<file path="src/rtl/tempo_pkg.sv">
// ============================================================================
//  Package     : tempo_pkg
//  Description : Shared tempo defaults and width/threshold helpers for the
//                tempo step scheduler.
//  Revision    : 1.0
// ============================================================================
`default_nettype none

package tempo_pkg;

    typedef longint unsigned u64_t;

    localparam int unsigned BPM_MIN_DEF   = 40;
    localparam int unsigned BPM_MAX_DEF   = 240;
    localparam int unsigned BPM_INC_DEF   = 5;
    localparam int unsigned BPM_RESET_DEF = 120;
    localparam int unsigned STEPS_DEF     = 8;

    // One step is due each time the accumulator gains CLK_HZ*60.
    function automatic u64_t thresh_of(input u64_t clk_hz);
        return clk_hz * 64'd60;
    endfunction

    function automatic int acc_width(input u64_t clk_hz, input int unsigned bpm_max,
                                     input int unsigned tpb);
        return $clog2(thresh_of(clk_hz) + u64_t'(bpm_max) * u64_t'(tpb));
    endfunction

    function automatic int step_width(input int unsigned steps);
        return $clog2(steps);
    endfunction

    localparam int STEP_W_DEF = step_width(STEPS_DEF);

endpackage

`default_nettype wire

</file>
<file path="src/rtl/bpm_register.sv">
// ============================================================================
//  Module      : bpm_register
//  Description : Saturating tempo register with a one-cycle change pulse.
//  Revision    : 1.0
// ============================================================================
`default_nettype none

module bpm_register
    import tempo_pkg::*;
#(
    parameter int unsigned BPM_MIN   = BPM_MIN_DEF,
    parameter int unsigned BPM_MAX   = BPM_MAX_DEF,
    parameter int unsigned BPM_INC   = BPM_INC_DEF,
    parameter int unsigned BPM_RESET = BPM_RESET_DEF
) (
    input  logic       clk,
    input  logic       rst,
    input  logic       inc_i,
    input  logic       dec_i,
    output logic [7:0] bpm_o,
    output logic       changed_o
);

    logic [7:0] bpm_q, bpm_d;
    logic       changed_q, changed_d;
    logic [8:0] sum_w;
    logic [7:0] up_w, dn_w;

    always_comb begin
        sum_w = {1'b0, bpm_q} + 9'(BPM_INC);
        up_w  = (sum_w > 9'(BPM_MAX)) ? 8'(BPM_MAX) : sum_w[7:0];
        // Guarded subtract: never goes below BPM_MIN, so no wrap.
        dn_w  = ({1'b0, bpm_q} < 9'(BPM_MIN + BPM_INC)) ? 8'(BPM_MIN)
                                                        : bpm_q - 8'(BPM_INC);
        bpm_d = bpm_q;
        case ({inc_i, dec_i})
            2'b10:   bpm_d = up_w;
            2'b01:   bpm_d = dn_w;
            default: bpm_d = bpm_q;
        endcase
        changed_d = (bpm_d != bpm_q);
    end

    always_ff @(posedge clk) begin
        if (rst) begin
            bpm_q     <= 8'(BPM_RESET);
            changed_q <= 1'b0;
        end else begin
            bpm_q     <= bpm_d;
            changed_q <= changed_d;
        end
    end

    assign bpm_o     = bpm_q;
    assign changed_o = changed_q;

endmodule

`default_nettype wire

</file>
<file path="src/rtl/tempo_step_scheduler.sv">
// ============================================================================
//  Module      : tempo_step_scheduler
//  Description : Phase-accumulator step clock with run control, wrapping step
//                index, beat marker and button-adjustable tempo.
//  Revision    : 1.0
// ============================================================================
`default_nettype none

module tempo_step_scheduler
    import tempo_pkg::*;
#(
    parameter int unsigned CLK_HZ         = 100_000_000,
    parameter int unsigned STEPS          = STEPS_DEF,
    parameter int unsigned TICKS_PER_BEAT = 4,
    parameter int unsigned BPM_MIN        = BPM_MIN_DEF,
    parameter int unsigned BPM_MAX        = BPM_MAX_DEF,
    parameter int unsigned BPM_INC        = BPM_INC_DEF,
    parameter int unsigned BPM_RESET      = BPM_RESET_DEF
) (
    input  logic                           clk,
    input  logic                           rst,
    input  logic                           btn_inc_bpm,
    input  logic                           btn_dec_bpm,
    input  logic                           run_toggle,
    output logic [7:0]                     bpm,
    output logic                           running,
    output logic                           step_tick,
    output logic                           beat_tick,
    output logic [step_width(STEPS)-1:0]   step_idx,
    output logic                           bpm_changed
);

    localparam u64_t THRESH = thresh_of(u64_t'(CLK_HZ));
    localparam int   ACC_W  = acc_width(u64_t'(CLK_HZ), BPM_MAX, TICKS_PER_BEAT);
    localparam int   STEP_W = step_width(STEPS);
    localparam logic [ACC_W-1:0]  THRESH_C  = ACC_W'(THRESH);
    localparam logic [STEP_W-1:0] LAST_STEP = STEP_W'(STEPS - 1);

    logic [7:0]        bpm_w;
    logic [ACC_W-1:0]  acc_q, acc_d;
    logic [ACC_W-1:0]  inc_w, sum_w;
    logic [STEP_W-1:0] step_idx_q, step_idx_d, idx_next_w;
    logic              running_q, running_d;
    logic              step_tick_q, step_tick_d;
    logic              beat_tick_q, beat_tick_d;
    logic              fire_w, beat_w;

    bpm_register #(
        .BPM_MIN   (BPM_MIN),
        .BPM_MAX   (BPM_MAX),
        .BPM_INC   (BPM_INC),
        .BPM_RESET (BPM_RESET)
    ) u_bpm (
        .clk       (clk),
        .rst       (rst),
        .inc_i     (btn_inc_bpm),
        .dec_i     (btn_dec_bpm),
        .bpm_o     (bpm_w),
        .changed_o (bpm_changed)
    );

    always_comb begin
        inc_w      = ACC_W'(bpm_w) * ACC_W'(TICKS_PER_BEAT);
        sum_w      = acc_q + inc_w;
        fire_w     = running_q && (sum_w >= THRESH_C);
        idx_next_w = (step_idx_q == LAST_STEP) ? '0 : step_idx_q + 1'b1;
        beat_w     = ((32'(idx_next_w) % TICKS_PER_BEAT) == 32'd0);

        acc_d       = acc_q;
        step_idx_d  = step_idx_q;
        running_d   = running_q ^ run_toggle;
        step_tick_d = fire_w;
        beat_tick_d = fire_w && beat_w;
        // Remainder is carried over so the long-run rate is exact.
        if (running_q)
            acc_d = fire_w ? (sum_w - THRESH_C) : sum_w;
        if (fire_w)
            step_idx_d = idx_next_w;
    end

    always_ff @(posedge clk) begin
        if (rst) begin
            acc_q       <= '0;
            step_idx_q  <= '0;
            running_q   <= 1'b1;
            step_tick_q <= 1'b0;
            beat_tick_q <= 1'b0;
        end else begin
            acc_q       <= acc_d;
            step_idx_q  <= step_idx_d;
            running_q   <= running_d;
            step_tick_q <= step_tick_d;
            beat_tick_q <= beat_tick_d;
        end
    end

    assign bpm       = bpm_w;
    assign running   = running_q;
    assign step_tick = step_tick_q;
    assign beat_tick = beat_tick_q;
    assign step_idx  = step_idx_q;

endmodule

`default_nettype wire

</file>
<file path="config.mk">
export PLATFORM = sky130hd
export DESIGN_NAME = tempo_step_scheduler
export DESIGN_NICKNAME = d
export VERILOG_FILES = /design/src/rtl/tempo_pkg.sv /design/src/rtl/bpm_register.sv /design/src/rtl/tempo_step_scheduler.sv
export SDC_FILE = /design/constraint.sdc
export NUM_CORES = 1
export LEC_CHECK = 0
export CAP_MARGIN = 25
export CORE_MARGIN = 8
export CORE_UTILIZATION = 62
export CTS_CLUSTER_SIZE = 10
export DETAILED_ROUTE_END_ITERATION = 8
export PLACE_DENSITY = 0.86
export SLEW_MARGIN = 20
export SYNTH_ARGS = -nofsm -noshare
export SYNTH_HDL_FRONTEND = slang
export SYNTH_HIERARCHICAL = 1
export SYNTH_SLANG_ARGS = --single-unit
</file>
<file path="constraint.sdc">
create_clock -name clk -period 5.1 [get_ports clk]
set_input_delay 1.275 -clock clk [delete_from_list [all_inputs] [get_ports clk]]
set_output_delay 1.275 -clock clk [all_outputs]
set_load 0.1 [all_outputs]
</file>
==> qor.tcl, run 1 <==
set qor(run_status) {finished clean}
set qor(drive_above_1_share) 0.09603
set qor(final_critical_path_setup_slack_ns) 0.4373
set qor(power_leakage_nw) 1.824
set qor(xor_and_xnor_area_share_after_synthesis) 0.06334
set qor(viasPerCell) 6.560
set qor(start_kind) {flip-flop}
set qor(cts_resized) 0
set qor(yosysUniqueCellTypes) 86
set qor(synth_compound_gate_area_share) 0.2923
set qor(critical_path.max_stage_delay_ns) 0.47
set qor(initial_utilization) 0.6359
set qor(synthesized_instance_count) 603
set qor(gr-usage-all-layers) 0.2385
set qor(post-cts-setup-buffers) 0
set qor(numClockSinks) 46
set qor(worst_path_dominant_cell_family) {compound AO/OA/AOI/OAI gates}
set qor(initial_antenna_violation_count) 0
set qor(cp_data_required_time_ns) 5.30
set qor(post-synth-top-area-cell) {sky130_fd_sc_hd__dfxtp_1}
set qor(reg2regPathDepth) 16
set qor(power.share.combinational) 0.425
set qor(die-width_um) 101.8
set qor(routed_wire_length_um) 12140
set qor(grt.overflow.total) 0
set qor(fillerInstances) 613
set qor(synth_top_area_share) 0.2018
set qor(die_height_um) 101.8
set qor(synth_top_cells_by_count) {sky130_fd_sc_hd__nor2_1, sky130_fd_sc_hd__dfxtp_1, sky130_fd_sc_hd__a21oi_1}
set qor(nets) 626
set qor(internal-power_mw) 0.7044
set qor(fmax_ghz) 0.2145
set qor(row_count) 31
set qor(report.final.setup_viol) 0
set qor(synth.yosys.seq_area_share) 0.2018
set qor(final-max-slew-violation-count) 0
set qor(dieArea_mm2) 0.01036
set qor(power_density_mw_per_mm2) 243.9
set qor(proportion_of_synthesized_area_in_mux_cells) 0.04881
set qor(pwr-share-clk) 0.230
set qor(gp_routability_congestion) 0.9617
set qor(antenna-diode-count) 0
set qor(dominantRegCellSynth) {sky130_fd_sc_hd__dfxtp_1}
set qor(combinational_family_with_the_most_area_after_synthesis) {compound AO/OA/AOI/OAI gates}
set qor(setup_repair_after_global_routing_missed_its_margin) {no}
set qor(worstMarginPinSlew_ns) 0.9936
set qor(critPathKind) {reg2reg}
set qor(antenna_left) 0
set qor(cts_root_buf) {sky130_fd_sc_hd__clkbuf_8}
set qor(post_synth.cell_area_avg_um2) 7.567
set qor(core-area_mm2) 0.007176
set qor(endpoint_kind) {flip-flop}
set qor(synth_warnings) 6
set qor(worstPathArrival_ns) 4.87
set qor(critical_path.reg2reg.startpoint) {u_bpm/bpm_o[0]$_SDFF_PP0_}
set qor(switchingPower_mw) 0.4851
set qor(synth_most_common_cell) {sky130_fd_sc_hd__nor2_1}
set qor(port_buffers) 19
set qor(clock_insertion_delay_worst_skew_ns) 0.31
set qor(fraction_of_the_cycle_the_final_worst_path_needs) 0.9143
set qor(numCtsBuffers) 5
set qor(finClkSkew_ns) 0.01328
set qor(crit-reg2reg-capture) {acc_q[24]$_SDFFE_PP0P_}
set qor(switching_share) 0.4078
set qor(postSynthNetCount) 626
set qor(holdPathEnd) {step_idx[2]$_SDFFE_PP0P_}
set qor(drtIter0Drc) 311
set qor(critical_path_peak_fanout) 16
set qor(number_of_enable_flip_flop_cells_after_synthesis) 0
set qor(dp_hpwl_um) 8921
set qor(setup_tns_ns) 0
set qor(relative_slew_slack) 0.3355
set qor(area_growth_syn_to_layout_pct) 6.882
set qor(finalHoldViolCount) 0
set qor(hold-path-cell-count) 2
set qor(final.hold.worst_slack_ns) 0.4883
set qor(postSynth.asyncResetShare) 0
set qor(ctsHtreeMaxLevel) 2
set qor(grt_pass1_vias) 4205
set qor(crit_path_cell_trace) {ha_1, inv_1, fa_1, nand2b_1, a21oi_4, o21ai_1, xnor2_1, ha_1, o221a_2, nor4b_1, and4_1, a21oi_1, a21o_1, or3_1, a21oi_1, mux2_1}
set qor(io_pins) 20
set qor(drt-pass1-iter-count) 4
set qor(post_synth_simple_gate_area) 0.2736
set qor(wire_length_of_the_first_global_routing_pass_um) 20100
set qor(detail_route.drc_violations) 0
set qor(cts_buffer_depth) 2
set qor(synth_adder_area_share) 0.05100
set qor(timing.critical_path.buf_inv) 1
set qor(cts_tree) {built}
set qor(detail_route.wl_per_cell_um) 17.27
set qor(grt_start_max_net_pins) 63
set qor(min_tclk_post_route_ns) 4.663
set qor(clk_pin_slew_worst_paths_ns) 0.10
set qor(worst_hold_path_type) {reg2reg}
set qor(multi_input_comb_area_mm2) 0.003333
set qor(fin_util) 0.6797
set qor(worst_vdd_ir_v) 0.0001982
set qor(maxCapViolations) 0
set qor(total_number_of_vias) 4612
set qor(seq_area_um2) 923.4
set qor(post_synth_instance_area_mm2) 0.004563
set qor(post_cts_hold_buffer_count) 0
set qor(seq_power_share) 0.345
set qor(timing.critical_path.slowest_stage_cell) {sky130_fd_sc_hd__dfxtp_2}
set qor(synth_top_cells_by_area) {sky130_fd_sc_hd__dfxtp_1, sky130_fd_sc_hd__xnor2_1, sky130_fd_sc_hd__nor2_1}
set qor(post-place-ws_ns) 0.2791
set qor(postSynthRegisterBits) 46
set qor(hp-start) {step_idx[2]$_SDFFE_PP0P_}
set qor(ff2ff_setup_slack_ns) 0.44
## cells by family (layout without fill, tap and decap cells)
logic type | Yosys count | count (layout)
compound gates | 185 | 185
mux | 21 | 21
xor+xnor | 33 | 33
simple gates | 233 | 233
fa+ha+maj | 18 | 18
flops | 46 | 46
buf+inv | 67 | 68
## per-stage QoR
stage,total power [mW],cells,area (um2)
after floorplan,0.8203,603,4563
after global placement,0.8961,695,4760
after detailed placement,0.9125,695,4760
after CTS,1.186,703,4866
after global routing,1.256,703,4877
final,1.189,703,4877
## layer usage
metal | up-vias | track usage | part of all wire
li1 | 2246 | - | -
met1 | 2161 | 0.2921 | 0.43
met2 | 175 | 0.4009 | 0.48
met3 | 30 | 0.04055 | 0.060
met4 | 0 | 0.09966 | 0.028
met5 | - | 0 | 0
## layout make-up
cell class / count / share of cell area
multi-input combinational: 490 / 0.6834
sequential: 46 / 0.1893
timing repair buffer: 32 / 0.05849
tap: 99 / 0.02540
inverter: 28 / 0.02155
clock buffer: 7 / 0.01565
clock inverter: 1 / 0.006157
## worst min-delay path, cell delays in order (launching register included)
cell	delay, ns
sky130_fd_sc_hd__dfxtp_1	0.33
sky130_fd_sc_hd__nand2_1	0.06
sky130_fd_sc_hd__a21oi_1	0.05
## power groups by stage
stage	registers, mW	logic [mW]	clock network (mW)
after global placement	0.415	0.481	0
after CTS	0.410	0.497	0.279
after floorplan	0.464	0.356	0
after detailed placement	0.418	0.495	0
final	0.410	0.506	0.274
after global routing	0.413	0.548	0.295
## how the worst max path moves through the flow
stage | startpoint | end | slack (ns) | depth (start not counted)
3_5_place_dp | u_bpm/bpm_o[7]$_SDFF_PP0_ | acc_q[27]$_SDFFE_PP0P_ | 0.28 | 14
3_3_place_gp | u_bpm/bpm_o[7]$_SDFF_PP0_ | acc_q[24]$_SDFFE_PP0P_ | 0.50 | 14
4_1_cts | u_bpm/bpm_o[7]$_SDFF_PP0_ | acc_q[24]$_SDFFE_PP0P_ | 0.26 | 14
5_1_grt | u_bpm/bpm_o[0]$_SDFF_PP0_ | acc_q[24]$_SDFFE_PP0P_ | 0.04 | 16
6_report | u_bpm/bpm_o[0]$_SDFF_PP0_ | acc_q[24]$_SDFFE_PP0P_ | 0.44 | 16
2_1_floorplan | u_bpm/bpm_o[0]$_SDFF_PP0_ | acc_q[24]$_SDFFE_PP0P_ | 0.39 | 14
## flip-flops by register name, indices dropped and copies added, names as in the netlist
signal and count:
u_bpm/changed_o 1, step_tick 1, step_idx 3, running 1, beat_tick 1, acc_q 31, u_bpm/bpm_o 8
## cell usage in the layout, fill, tap and decap left out, drive strengths merged, types with 5 or more instances in the layout
cell type / n
a211oi: 15
a21o: 5
a21oi: 47
a31o: 5
a31oi: 6
and2: 7
and3: 8
buf: 14
clkbuf: 7
clkdlybuf4s50: 18
dfxtp: 46
ha: 17
inv: 26
mux2: 10
mux2i: 11
nand2: 36
nand2b: 13
nand3: 18
nand4: 8
nor2: 62
nor2b: 13
nor3: 15
nor4: 15
o211ai: 10
o21ai: 40
o221ai: 6
o22ai: 7
or2: 5
or3: 11
or4: 5
xnor2: 26
xor2: 7
(Power assumes the default switching activity.)
==> run 2: changes to the inputs <==
- CORE_UTILIZATION: 62 -> 40
- PLACE_DENSITY: 0.86 -> 0.62
- SETUP_SLACK_MARGIN: default -> 0.05
==> qor.tcl, run 2 (same netlist as run 1, synthesis figures left out) <==
set qor(run_status) {finished clean}
set qor(worstPathArrival_ns) 4.88
set qor(grt_pass1_vias) 4379
set qor(place.detailed.instances) 738
set qor(cts_tree) {built}
set qor(cp_data_required_time_ns) 5.29
set qor(total_number_of_vias) 4637
set qor(largest_register_ffs) 31
set qor(switchingPower_mw) 0.5006
set qor(routed_wire_length_um) 12740
set qor(viasPerCell) 6.216
set qor(grt.overflow.total) 0
set qor(gr-usage-all-layers) 0.1717
set qor(relative_slew_slack) 0.3263
set qor(io_pins) 20
set qor(instances_no_fill) 746
set qor(die-width_um) 122.8
set qor(fmax_ghz) 0.2130
set qor(power.share.combinational) 0.396
set qor(worstMarginPinSlew_ns) 1.007
set qor(endpoint_kind) {flip-flop}
set qor(clock_insertion_delay_worst_skew_ns) 0.30
set qor(switching_share) 0.4030
set qor(initial_antenna_violation_count) 0
set qor(detail_route.drc_violations) 0
set qor(antenna-diode-count) 0
set qor(numClockSinks) 46
set qor(drtIter0Drc) 424
set qor(internal-power_mw) 0.7415
set qor(dp_hpwl_um) 9270
set qor(power_density_mw_per_mm2) 250.4
set qor(grt_start_max_net_pins) 44
set qor(antenna_left) 0
set qor(timing.critical_path.buf_inv) 1
set qor(largest_register) {acc_q}
set qor(clk_pin_slew_worst_paths_ns) 0.07
set qor(finClkSkew_ns) 0.009099
set qor(seq_power_share) 0.331
set qor(critical_path.max_stage_delay_ns) 0.49
set qor(maxCapViolations) 0
set qor(setup_repair_after_global_routing_missed_its_margin) {no}
set qor(post-place-ws_ns) 0.3217
set qor(min_tclk_post_route_ns) 4.694
set qor(die_height_um) 122.8
set qor(initial_utilization) 0.4048
set qor(finalHoldViolCount) 0
set qor(ctsHtreeMaxLevel) 2
set qor(fraction_of_the_cycle_the_final_worst_path_needs) 0.9204
set qor(detail_route.wl_per_cell_um) 17.08
set qor(port_buffers) 19
set qor(numCtsBuffers) 5
set qor(critPathKind) {reg2reg}
set qor(worst_vdd_ir_v) 0.0001314
set qor(area_growth_syn_to_layout_pct) 8.692
set qor(wire_length_of_the_first_global_routing_pass_um) 21270
set qor(post_cts_hold_buffer_count) 0
set qor(core-area_mm2) 0.01127
set qor(report.final.setup_viol) 0
set qor(drt-pass1-iter-count) 5
set qor(fillerInstances) 1137
set qor(pwr-share-clk) 0.273
set qor(row_count) 39
set qor(crit_path_cell_trace) {ha_1, inv_1, fa_1, nand2b_1, a21oi_4, o21ai_1, xnor2_1, ha_1, o221a_2, nor4b_1, and4_1, a21oi_1, a21o_1, or3_1, a21oi_1, mux2_1}
set qor(start_kind) {flip-flop}
set qor(dieArea_mm2) 0.01508
set qor(cts_buffer_depth) 2
set qor(ff2ff_setup_slack_ns) 0.41
set qor(final-max-slew-violation-count) 0
set qor(worst_hold_path_type) {reg2reg}
set qor(layout_common_cells) {sky130_fd_sc_hd__nor2_1, sky130_fd_sc_hd__dfxtp_1, sky130_fd_sc_hd__a21oi_1}
set qor(post-cts-setup-buffers) 0
set qor(cts_root_buf) {sky130_fd_sc_hd__clkbuf_16}
set qor(critical_path_peak_fanout) 16
set qor(nets) 625
set qor(gp_routability_congestion) 0.9245
set qor(drive_above_1_share) 0.09619
set qor(timing.critical_path.slowest_stage_cell) {sky130_fd_sc_hd__dfxtp_2}
set qor(setup_tns_ns) 0
set qor(p_total_mw) 1.242
set qor(final_critical_path_setup_slack_ns) 0.4061
set qor(worst_path_dominant_cell_family) {compound AO/OA/AOI/OAI gates}
set qor(power_leakage_nw) 1.834
set qor(mostFrequentLayoutCell) {sky130_fd_sc_hd__nor2_1}
run 2: changes by cell type in the layout (fill, tap and decap cells not counted), sizes merged:
cell      change
clkbuf        -2
buf           -1
bufinv        -1
clkinv        +1
clkinvlp      +1
inv           +1
run 2: through the flow:
step | hold WS, ns | utilization | area, um2
final | 0.4890 | 0.4400 | 4960
after CTS | 0.4925 | 0.4398 | 4957
after detailed placement | 0.4820 | 0.4265 | 4807
after global routing | 0.5208 | 0.4400 | 4960
after floorplan | 0.4615 | - | 4563
after global placement | 0.4748 | 0.4265 | 4807
run 2: per-layer routing:
layer / wire length [um] / vias up / GRT usage / share of wire
met5: 0 / - / 0 / 0
met4: 283 / 0 / 0.07083 / 0.022
met3: 669 / 25 / 0.03312 / 0.052
met2: 6132 / 139 / 0.2868 / 0.48
met1: 5659 / 2224 / 0.2118 / 0.44
li1: - / 2249 / - / -
run 2: power groups by stage:
stage | clock network (mW) | registers [mW] | logic [mW]
5_1_grt | 0.365 | 0.416 | 0.544
2_1_floorplan | 0 | 0.464 | 0.356
4_1_cts | 0.351 | 0.411 | 0.491
6_report | 0.339 | 0.411 | 0.492
3_5_place_dp | 0 | 0.419 | 0.488
3_3_place_gp | 0 | 0.418 | 0.486
run 2: layout make-up:
cell class                      instances  area (um2)  share of cell area
Multi-Input combinational cell        490        3327              0.6708
Sequential cell                        46       923.4              0.1862
Timing Repair Buffer                   31       275.3             0.05550
Tap cell                              143       178.9             0.03607
Clock buffer                            5       125.1             0.02523
Inverter                               28       105.1             0.02119
Clock inverter                          3       25.02            0.005045
run 2: worst paths after layout:
path	from	cells past startpoint	end
setup reg to reg	u_bpm/bpm_o[0]$_SDFF_PP0_	16	acc_q[24]$_SDFFE_PP0P_
hold reg to reg	step_idx[2]$_SDFFE_PP0P_	2	step_idx[2]$_SDFFE_PP0P_
hold / removal	step_idx[2]$_SDFFE_PP0P_	2	step_idx[2]$_SDFFE_PP0P_
setup / recovery	u_bpm/bpm_o[0]$_SDFF_PP0_	16	acc_q[24]$_SDFFE_PP0P_
run 2: worst register-to-register path: cells and delay by family (launching register included):
| kind | cells | cell delay [ns] |
|---|---|---|
| fa+ha+maj | 3 | 0.88 |
| xor+xnor | 1 | 0.28 |
| simple gates | 4 | 1.14 |
| mux | 1 | 0.34 |
| buf+inv | 1 | 0.06 |
| flops | 1 | 0.49 |
| compound gates | 6 | 1.39 |
run 2: what timing repair did:
action | CTS | global route
endpoints found under the setup margin | 0 | 8
resized for setup | 0 | 2
hold endpoints to repair | 0 | 0
